File: src/rtl/wb_retire_stage.sv
// wb_retire_stage
//  In-order retire buffer that sits between the MEM stage and the shared
//  register-file write port. Results from MEM are queued in a DEPTH-entry
//  circular buffer. One entry retires per cycle when the RF port grants;
//  entries that do not write the RF retire without waiting for a grant.
//  Decode gets a youngest-first bypass lookup over every pending entry.
//
//  Optional feature macro: WB_TRACE_EN
//   defined     -> a PC is stored per entry and the debug_wb_* trace outputs
//                  report each retirement
//   not defined -> PC bits of the incoming bus are ignored and every
//                  debug_wb_* output is tied to zero
module wb_retire_stage #(
   parameter int DATA_WD = 32,
   parameter int ADDR_WD = 5,
   parameter int PC_WD   = 32,
   parameter int DEPTH   = 2
) (
   input  logic                                 clk,
   input  logic                                 reset,

   input  logic                                 ms_to_ws_valid,
   input  logic [1+ADDR_WD+DATA_WD+PC_WD-1:0]   ms_to_ws_bus,
   output logic                                 ws_allowin,

   input  logic                                 flush,

   input  logic                                 rf_wr_ready,
   output logic [1+ADDR_WD+DATA_WD-1:0]         ws_to_rf_bus,

   output logic                                 ws_to_ds_valid,
   output logic [$clog2(DEPTH+1)-1:0]           ws_pending_cnt,

   input  logic [ADDR_WD-1:0]                   ds_rs1,
   input  logic [ADDR_WD-1:0]                   ds_rs2,
   output logic                                 ws_rs1_hit,
   output logic                                 ws_rs2_hit,
   output logic [DATA_WD-1:0]                   ws_rs1_data,
   output logic [DATA_WD-1:0]                   ws_rs2_data,

   output logic [PC_WD-1:0]                     debug_wb_pc,
   output logic [3:0]                           debug_wb_rf_we,
   output logic [ADDR_WD-1:0]                   debug_wb_rf_wnum,
   output logic [DATA_WD-1:0]                   debug_wb_rf_wdata
);

   localparam int PTR_WD = $clog2(DEPTH);
   localparam int CNT_WD = $clog2(DEPTH + 1);
   localparam int BUS_WD = 1 + ADDR_WD + DATA_WD + PC_WD;
   localparam logic [CNT_WD-1:0] FULL_CNT = CNT_WD'(DEPTH);

   // Buffer bookkeeping: pointers wrap for free because DEPTH is a power of 2
   logic [PTR_WD-1:0]  wptr;
   logic [PTR_WD-1:0]  rptr;
   logic [CNT_WD-1:0]  count;

   // Per-entry storage
   logic               ent_we   [DEPTH];
   logic [ADDR_WD-1:0] ent_dest [DEPTH];
   logic [DATA_WD-1:0] ent_data [DEPTH];

   // Fields of the incoming MEM result
   logic               in_we;
   logic [ADDR_WD-1:0] in_dest;
   logic [DATA_WD-1:0] in_data;

   assign in_we   = ms_to_ws_bus[BUS_WD-1];
   assign in_dest = ms_to_ws_bus[PC_WD+DATA_WD +: ADDR_WD];
   assign in_data = ms_to_ws_bus[PC_WD +: DATA_WD];

   // Head of the buffer (oldest pending entry); fields read as zero when empty
   logic               head_valid;
   logic               head_we;
   logic [ADDR_WD-1:0] head_dest;
   logic [DATA_WD-1:0] head_data;

   assign head_valid = (count != '0);
   assign head_we    = head_valid & ent_we[rptr];
   assign head_dest  = head_valid ? ent_dest[rptr] : '0;
   assign head_data  = head_valid ? ent_data[rptr] : '0;

   // Handshakes. allowin depends only on occupancy so that a stalled RF port
   // never feeds back combinationally into MEM.
   logic push;
   logic pop;
   logic rf_we;

   assign ws_allowin = (count != FULL_CNT);
   assign push       = ms_to_ws_valid & ws_allowin & ~flush;
   assign pop        = head_valid & (rf_wr_ready | ~head_we) & ~flush;
   assign rf_we      = head_we & ~flush;

   assign ws_to_rf_bus   = {rf_we, head_dest, head_data};
   assign ws_to_ds_valid = head_valid;
   assign ws_pending_cnt = count;

   // Pointer and occupancy update; flush empties the buffer just like reset
   always_ff @(posedge clk) begin
      if (reset || flush) begin
         wptr  <= '0;
         rptr  <= '0;
         count <= '0;
      end else begin
         if (push) begin
            wptr <= wptr + PTR_WD'(1);
         end
         if (pop) begin
            rptr <= rptr + PTR_WD'(1);
         end
         case ({push, pop})
            2'b10:   count <= count + CNT_WD'(1);
            2'b01:   count <= count - CNT_WD'(1);
            default: count <= count;
         endcase
      end
   end

   // Capture an accepted MEM result into the slot at the write pointer
   always_ff @(posedge clk) begin
      if (push) begin
         ent_we[wptr]   <= in_we;
         ent_dest[wptr] <= in_dest;
         ent_data[wptr] <= in_data;
      end
   end

   // Bypass lookup: walk pending entries oldest to youngest so that a younger
   // match overwrites an older one, leaving the youngest producer as result
   logic [PTR_WD-1:0] scan_idx;

   always_comb begin
      ws_rs1_hit  = 1'b0;
      ws_rs1_data = '0;
      ws_rs2_hit  = 1'b0;
      ws_rs2_data = '0;
      scan_idx    = '0;
      for (int i = 0; i < DEPTH; i++) begin
         scan_idx = rptr + PTR_WD'(i);
         if ((CNT_WD'(i) < count) && ent_we[scan_idx]) begin
            if ((ds_rs1 != '0) && (ent_dest[scan_idx] == ds_rs1)) begin
               ws_rs1_hit  = 1'b1;
               ws_rs1_data = ent_data[scan_idx];
            end
            if ((ds_rs2 != '0) && (ent_dest[scan_idx] == ds_rs2)) begin
               ws_rs2_hit  = 1'b1;
               ws_rs2_data = ent_data[scan_idx];
            end
         end
      end
   end

`ifdef WB_TRACE_EN
   logic [PC_WD-1:0] ent_pc [DEPTH];
   logic [PC_WD-1:0] head_pc;
   logic             commit;
   logic             nw_pop;

   // Keep the PC alongside each entry for the retirement trace
   always_ff @(posedge clk) begin
      if (push) begin
         ent_pc[wptr] <= ms_to_ws_bus[PC_WD-1:0];
      end
   end

   assign head_pc = head_valid ? ent_pc[rptr] : '0;
   assign commit  = rf_we & rf_wr_ready;
   assign nw_pop  = pop & ~head_we;

   assign debug_wb_pc       = (commit | nw_pop) ? head_pc : '0;
   assign debug_wb_rf_we    = commit ? 4'hf : 4'h0;
   assign debug_wb_rf_wnum  = commit ? head_dest : '0;
   assign debug_wb_rf_wdata = commit ? head_data : '0;
`else
   logic unused_pc_bits;

   assign unused_pc_bits    = ^ms_to_ws_bus[PC_WD-1:0];

   assign debug_wb_pc       = '0;
   assign debug_wb_rf_we    = 4'h0;
   assign debug_wb_rf_wnum  = '0;
   assign debug_wb_rf_wdata = '0;
`endif

endmodule

File: config.mk
export PLATFORM = sky130hd
export DESIGN_NAME = wb_retire_stage
export DESIGN_NICKNAME = d
export VERILOG_FILES = /design/src/rtl/wb_retire_stage.sv
export SDC_FILE = /design/constraint.sdc
export NUM_CORES = 1
export LEC_CHECK = 0
export CAP_MARGIN = 10
export CORE_ASPECT_RATIO = 1.75
export CORE_MARGIN = 2
export CORE_UTILIZATION = 40
export DETAILED_ROUTE_END_ITERATION = 12
export HOLD_SLACK_MARGIN = 0.06
export PLACE_DENSITY = 0.78
export SETUP_SLACK_MARGIN = 0.3
export SLEW_MARGIN = 20
export SYNTH_ARGS = -nofsm -noshare
export SYNTH_HDL_FRONTEND = slang
export SYNTH_SLANG_ARGS = --single-unit
File: constraint.sdc
create_clock -name clk -period 7.7 [get_ports clk]
set_input_delay 1.925 -clock clk [delete_from_list [all_inputs] [get_ports clk]]
set_output_delay 1.925 -clock clk [all_outputs]
set_load 0.01 [all_outputs]
## Word-level counts from Yosys, hierarchy flattened

Memory sizes are Yosys's and may differ from the RTL's. A register that Yosys moved wholly into a read port is not among the register bits.
Cells that the tools add are included.

| storage, ports and cells | value |
|---|---|
| memories kept | 3 |
| bits in latches | 0 |
| RAM bits | 76 |
| word-level logic and storage cells | 66 |
| ROM bits | 0 |
| register bits | 4 |

Memory list:

| memory | depth | bits a word | read ports | clocked after memory_dff | write ports | line | text |
|---|---|---|---|---|---|---|---|
| ent_data | 2 | 32 | 2 | 1 | 1 | 60 | `logic [DATA_WD-1:0] ent_data [DEPTH];` |
| ent_dest | 2 | 5 | 2 | 1 | 1 | 59 | `logic [ADDR_WD-1:0] ent_dest [DEPTH];` |
| ent_we | 2 | 1 | 2 | 1 | 1 | 58 | `logic ent_we [DEPTH];` |

| operators by class | value |
|---|---|
| $add $sub $neg | 4 |
| bitwise logic cells | 9 |
| equal/unequal tests | 7 |
| magnitude comparators | 2 |
| shift operators | 0 |
| reduce and logical (&&, ||, !) cells | 11 |
| divide/modulo/power cells | 0 |
| mux-type cells | 27 |
| $mul | 0 |

Operators with widths:

| kind | number |
|---|---|
| $mux 32 | 9 |
| $eq 5x5->1 | 4 |
| $mux 1 | 16 |
| $reduce_bool 5->1 | 2 |
| $and 1x1->1 | 6 |
| $logic_and 1x1->1 | 6 |
| $mux 5 | 1 |
| $lt 1x2->1 const A | 2 |
| $pmux 2 s2 | 1 |
| $reduce_bool 2->1 | 2 |
| $add 1x1->1 const B | 2 |
| $add 2x1->2 const B | 1 |
| $eq 2x1->1 const B | 1 |
| $eq 2x2->1 const B | 1 |
| $ne 2x2->1 const B | 1 |
| $not 1->1 | 2 |
| $sub 2x1->2 const B | 1 |
| $logic_or 1x1->1 | 1 |
| $or 1x1->1 | 1 |

## Logic depth before layout (Yosys ltp)

| depth | value |
|---|---|
| depth after elaboration | 8 |
| gate-level depth with buffers | 10 |
| mapped depth without buffers | 10 |

## Least setup slack after synthesis

OpenSTA, ideal clock, no wires.

| path | value |
|---|---|
| path kind | input-to-output |
| start | input ds_rs2[0] |
| end | output ws_rs2_data[10] |
| stages on the path | 5 |
| slack | 2.650 ns |
| data required time | 5.775 ns |
| data arrival time | 3.125 ns |
| path through | nor3_1 -> a21oi_1 -> nand3_2 -> buf_2 -> mux2i_1 |

| between the ends | value |
|---|---|
| cells in the longest elaborated chain, start to end | 6 |
| elaborated cells between the ends (all ways) | 9 |

Ends and longest elaborated chain:

| item | line | text |
|---|---|---|
| from (decl) | 35 | `input logic [ADDR_WD-1:0] ds_rs2,` |
| $eq 5x5->1 or $reduce_bool 5->1 (tied branches) | 144 | `if ((ds_rs2 != '0) && (ent_dest[scan_idx] == ds_rs2)) begin` |
| $logic_and 1x1->1 | 144 |  |
| $mux 32 | 144 |  |
| $mux 32 | 139 | `if ((CNT_WD'(i) < count) && ent_we[scan_idx]) begin` |
| $mux 32 | 144 |  |
| $mux 32 * | 139 |  |
| to (decl) | 39 | `output logic [DATA_WD-1:0] ws_rs2_data,` |

Mark *: on every way between the ends. The rest lies on a longest branch, timed or not.

## Worst setup path in the final report

| path | value |
|---|---|
| start | input ds_rs2[3] |
| end | output ws_rs2_data[4] |

The elaborated chain is that of the path after synthesis.

==> metrics.txt <==
# TYPE chip_impl_metric gauge
chip_impl_metric{name="drv_cap",unit=""} 0
chip_impl_metric{name="crit_arrival",unit="ns"} 4.86
chip_impl_metric{name="hold_bufs_inserted_after_cts",unit=""} 0
chip_impl_metric{name="start_util",unit="%"} 40.8
chip_impl_metric{name="grt_first_pass_wirelength",unit="um"} 23900
chip_impl_metric{name="slew_viol_final",unit=""} 0
chip_impl_info{name="setup_repair_after_global_routing_missed_its_margin",value="false"} 1
chip_impl_metric{name="dieHeight",unit="um"} 161
chip_impl_metric{name="grt_util_all_layers",unit="%"} 20.9
chip_impl_info{name="timing.hold.worst.class",value="register to register"} 1
chip_impl_metric{name="post_synthesis_simple_gate_area_fraction",unit="%"} 12.7
chip_impl_metric{name="area_growth",unit="%"} 32.5
chip_impl_metric{name="post_cts.resized_instances",unit=""} 0
chip_impl_metric{name="critical_path_peak_fanout",unit=""} 17
chip_impl_metric{name="drive_gt1_share",unit="%"} 11.3
chip_impl_metric{name="postSynthAreaPerCell",unit="um^2"} 11.4
chip_impl_metric{name="reg2reg_depth",unit=""} 8
chip_impl_metric{name="fin_crit_sh",unit="%"} 88.1
chip_impl_metric{name="aggregate_negative_setup_slack",unit="ns"} 0
chip_impl_metric{name="numCtsBuffers",unit=""} 9
chip_impl_metric{name="worst_slew_pin_slew",unit="ns"} 0.909
chip_impl_metric{name="leakage_component_of_the_power",unit="nW"} 2.96
chip_impl_metric{name="yosysWarningCount",unit=""} 0
chip_impl_metric{name="synthCells",unit=""} 495
chip_impl_metric{name="rows",unit=""} 57
chip_impl_metric{name="post_synth_xor_area_fraction",unit="%"} 3.72
chip_impl_metric{name="setup.reg_to_reg.worst_slack",unit="ns"} 5.31
chip_impl_metric{name="pin_count",unit=""} 266
chip_impl_metric{name="relSlewSlack",unit="%"} 39.2
chip_impl_metric{name="seq_area_frac_synth",unit="%"} 42.2
chip_impl_info{name="synth_top_family_by_area",value="multiplexers"} 1
chip_impl_metric{name="detailedRoute.firstPassIterationCount",unit=""} 4
chip_impl_info{name="tritoncts",value="yes"} 1
chip_impl_metric{name="antenna_found_initial",unit=""} 1
chip_impl_info{name="dominantRegCellSynth",value="sky130_fd_sc_hd__edfxtp_1"} 1
chip_impl_metric{name="synthMuxAreaShare",unit="%"} 26.0
chip_impl_metric{name="async_flop_share",unit="%"} 0
chip_impl_metric{name="finalWirelength",unit="um"} 15800
chip_impl_metric{name="synth_enable_flop_cells",unit=""} 76
chip_impl_metric{name="routed-via-count",unit=""} 4260
chip_impl_metric{name="postCtsSetupBuffers",unit=""} 0
chip_impl_info{name="startpoint_type",value="input pin"} 1
chip_impl_metric{name="path_clk_slew",unit="ns"} 0.06
chip_impl_metric{name="cts_htree_levels",unit=""} 3
chip_impl_info{name="clock_root_buffer",value="sky130_fd_sc_hd__clkbuf_16"} 1
chip_impl_metric{name="floorplan.die_area",unit="mm^2"} 0.0151
chip_impl_metric{name="post-route-min-period",unit="ns"} 6.78
chip_impl_metric{name="power_density",unit="mW/mm^2"} 157
chip_impl_metric{name="min_path_cells",unit=""} 2
chip_impl_info{name="status",value="complete, no violations"} 1
chip_impl_metric{name="post-route-drc-count",unit=""} 0
chip_impl_metric{name="grt_start_max_net_pins",unit=""} 39
chip_impl_metric{name="route.detailed.vias_per_inst",unit=""} 5.14
chip_impl_metric{name="clk_latency",unit="ns"} 0.34
chip_impl_metric{name="antenna_violating_nets_post_route",unit=""} 0
chip_impl_metric{name="timing.fmax",unit="GHz"} 0.147
chip_impl_metric{name="netlist_area",unit="mm^2"} 0.00565
chip_impl_metric{name="dp_hpwl",unit="um"} 11000
chip_impl_info{name="worstSetupPathType",value="input pin to output pin"} 1
chip_impl_metric{name="die_x",unit="um"} 93.8
chip_impl_info{name="worstSetupEndpointType",value="output pin"} 1
chip_impl_metric{name="coreArea",unit="mm^2"} 0.0138
chip_impl_metric{name="setup-violations-final",unit=""} 0
chip_impl_metric{name="finish.net_count",unit=""} 736
chip_impl_metric{name="io_buffers",unit=""} 160
chip_impl_metric{name="clkSinkCount",unit=""} 81
chip_impl_metric{name="synth-adder-area-share",unit="%"} 0.886
chip_impl_metric{name="dr_wl_cell",unit="um"} 19.1
chip_impl_metric{name="gp_congestion",unit=""} 0.802
chip_impl_metric{name="grt.overflow.total",unit=""} 0
chip_impl_metric{name="worst-endpoint-required",unit="ns"} 5.78
chip_impl_metric{name="postLayoutCoreUtil",unit="%"} 54.1
chip_impl_metric{name="maximum_number_of_buffers_from_clock_root_to_sink",unit=""} 2
chip_impl_metric{name="grt_pass1_vias",unit=""} 4447
chip_impl_metric{name="ant_diodes",unit=""} 0
chip_impl_metric{name="fillers",unit=""} 1203
chip_impl_metric{name="synth_compound_gate_area_share",unit="%"} 1.40
chip_impl_metric{name="detailedRoute.firstIterationViolations",unit=""} 160
chip_impl_metric{name="synth_seq_cells",unit=""} 81
chip_impl_metric{name="hold_violations",unit=""} 0
chip_impl_metric{name="final.setup_skew",unit="ns"} 0.00623
chip_impl_metric{name="synth.distinct_cells",unit=""} 31
chip_impl_metric{name="ir_worst_vdd",unit="uV"} 97.6
[Yosys cell counts (all sizes together) (2+ instances only)]
library cell,instances,area (um^2)
dfxtp,5,100
xnor2,17,149
and2,32,200
mux2i,107,1100
nand3,54,280
nand2,5,18.8
a21oi,2,10.0
nor4,2,18.8
ha,4,50.1
nor3,6,30.0
xor2,7,61.3
mux2,33,372
nand4,12,75.1
edfxtp,76,2280
nor2,14,52.6
a2111oi,3,63.8
inv,5,18.8
nor3b,2,25.0
buf,93,674
clkbuf,11,41.3
[path summary, 6_finish.rpt]
| path | from | endpoint |
|---|---|---|
| worst max register to register | ws_pending_cnt[0]$_SDFFE_PP0P_ | ws_pending_cnt[1]$_SDFFE_PP0P_ |
| worst min-delay path | ws_pending_cnt[1]$_SDFFE_PP0P_ | ws_pending_cnt[1]$_SDFFE_PP0P_ |
| worst min register to register | ws_pending_cnt[1]$_SDFFE_PP0P_ | ws_pending_cnt[1]$_SDFFE_PP0P_ |
| worst max-delay path | ds_rs2[3] | ws_rs2_data[4] |
[cell type report]
class,instances,area (um^2),area share [%]
tap,177,221,2.96
inverter,5,18.8,0.251
sequential,81,2380,31.9
multi-input combinational,377,2830,37.8
clock inverter,7,93.8,1.25
clock buffer,9,225,3.01
timing repair buffer,173,1710,22.9
[placed cells by master, fill, tap and decap left out, drive strengths merged, types with 7 or more instances in the layout]
cell             n
xnor2           17
nand4           12
and2            32
clkdlybuf4s50  160
edfxtp          76
xor2             7
buf             13
nand3           54
mux2i          107
mux2            33
clkbuf           9
conb            73
nor2            14
[state kept, by name (all words and copies together), names as in the netlist, named ones only]
register / flops
ent_data: 64
ent_dest: 10
ent_we: 2
rptr: 1
wptr: 1
ws_pending_cnt: 2
[stage by stage]
step / hold WS, ns / std cells / instance area (um^2) / power, W / worst slack [ns]
after floorplan: 0.532 / 567 / 5920 / 0.000655 / 2.65
after global placement: 0.573 / 813 / 7160 / 0.000718 / 0.951
after detailed placement: 0.580 / 813 / 7160 / 0.000723 / 0.917
after CTS: 0.598 / 829 / 7480 / 0.00119 / 0.910
after global routing: 0.637 / 829 / 7480 / 0.00122 / 0.794
final: 0.585 / 829 / 7480 / 0.00117 / 0.918
[cells by family after synthesis]
logic type | Yosys count
simple gates | 130
other cells | 1
mux | 140
flops | 81
buf+inv | 109
compound gates | 6
fa+ha+maj | 4
xor+xnor | 24
[where the power goes]
group,switching (W),internal [W]
clock,0.000176,0.000284
combinational,0.000115,0.0000914
sequential,0.00000948,0.000499
[per-layer routing]
metal  vias to the layer above  GRT usage, %  wire [um]
li1                       1950             -          -
met1                      2076          21.8       5580
met2                       194          39.1       8770
met3                        38          3.87        812
met4                         2          9.95        629
met5                         -             0         13
[worst max-delay path: stages]
cell                              delay, ns
sky130_fd_sc_hd__clkdlybuf4s50_1       0.59
sky130_fd_sc_hd__xor2_1                0.35
sky130_fd_sc_hd__nor3b_4               0.71
sky130_fd_sc_hd__buf_4                 0.38
sky130_fd_sc_hd__nand3_1               0.10
sky130_fd_sc_hd__mux2i_1               0.21
sky130_fd_sc_hd__clkdlybuf4s50_1       0.58
No activity file was read; power rests on OpenSTA's default activity.
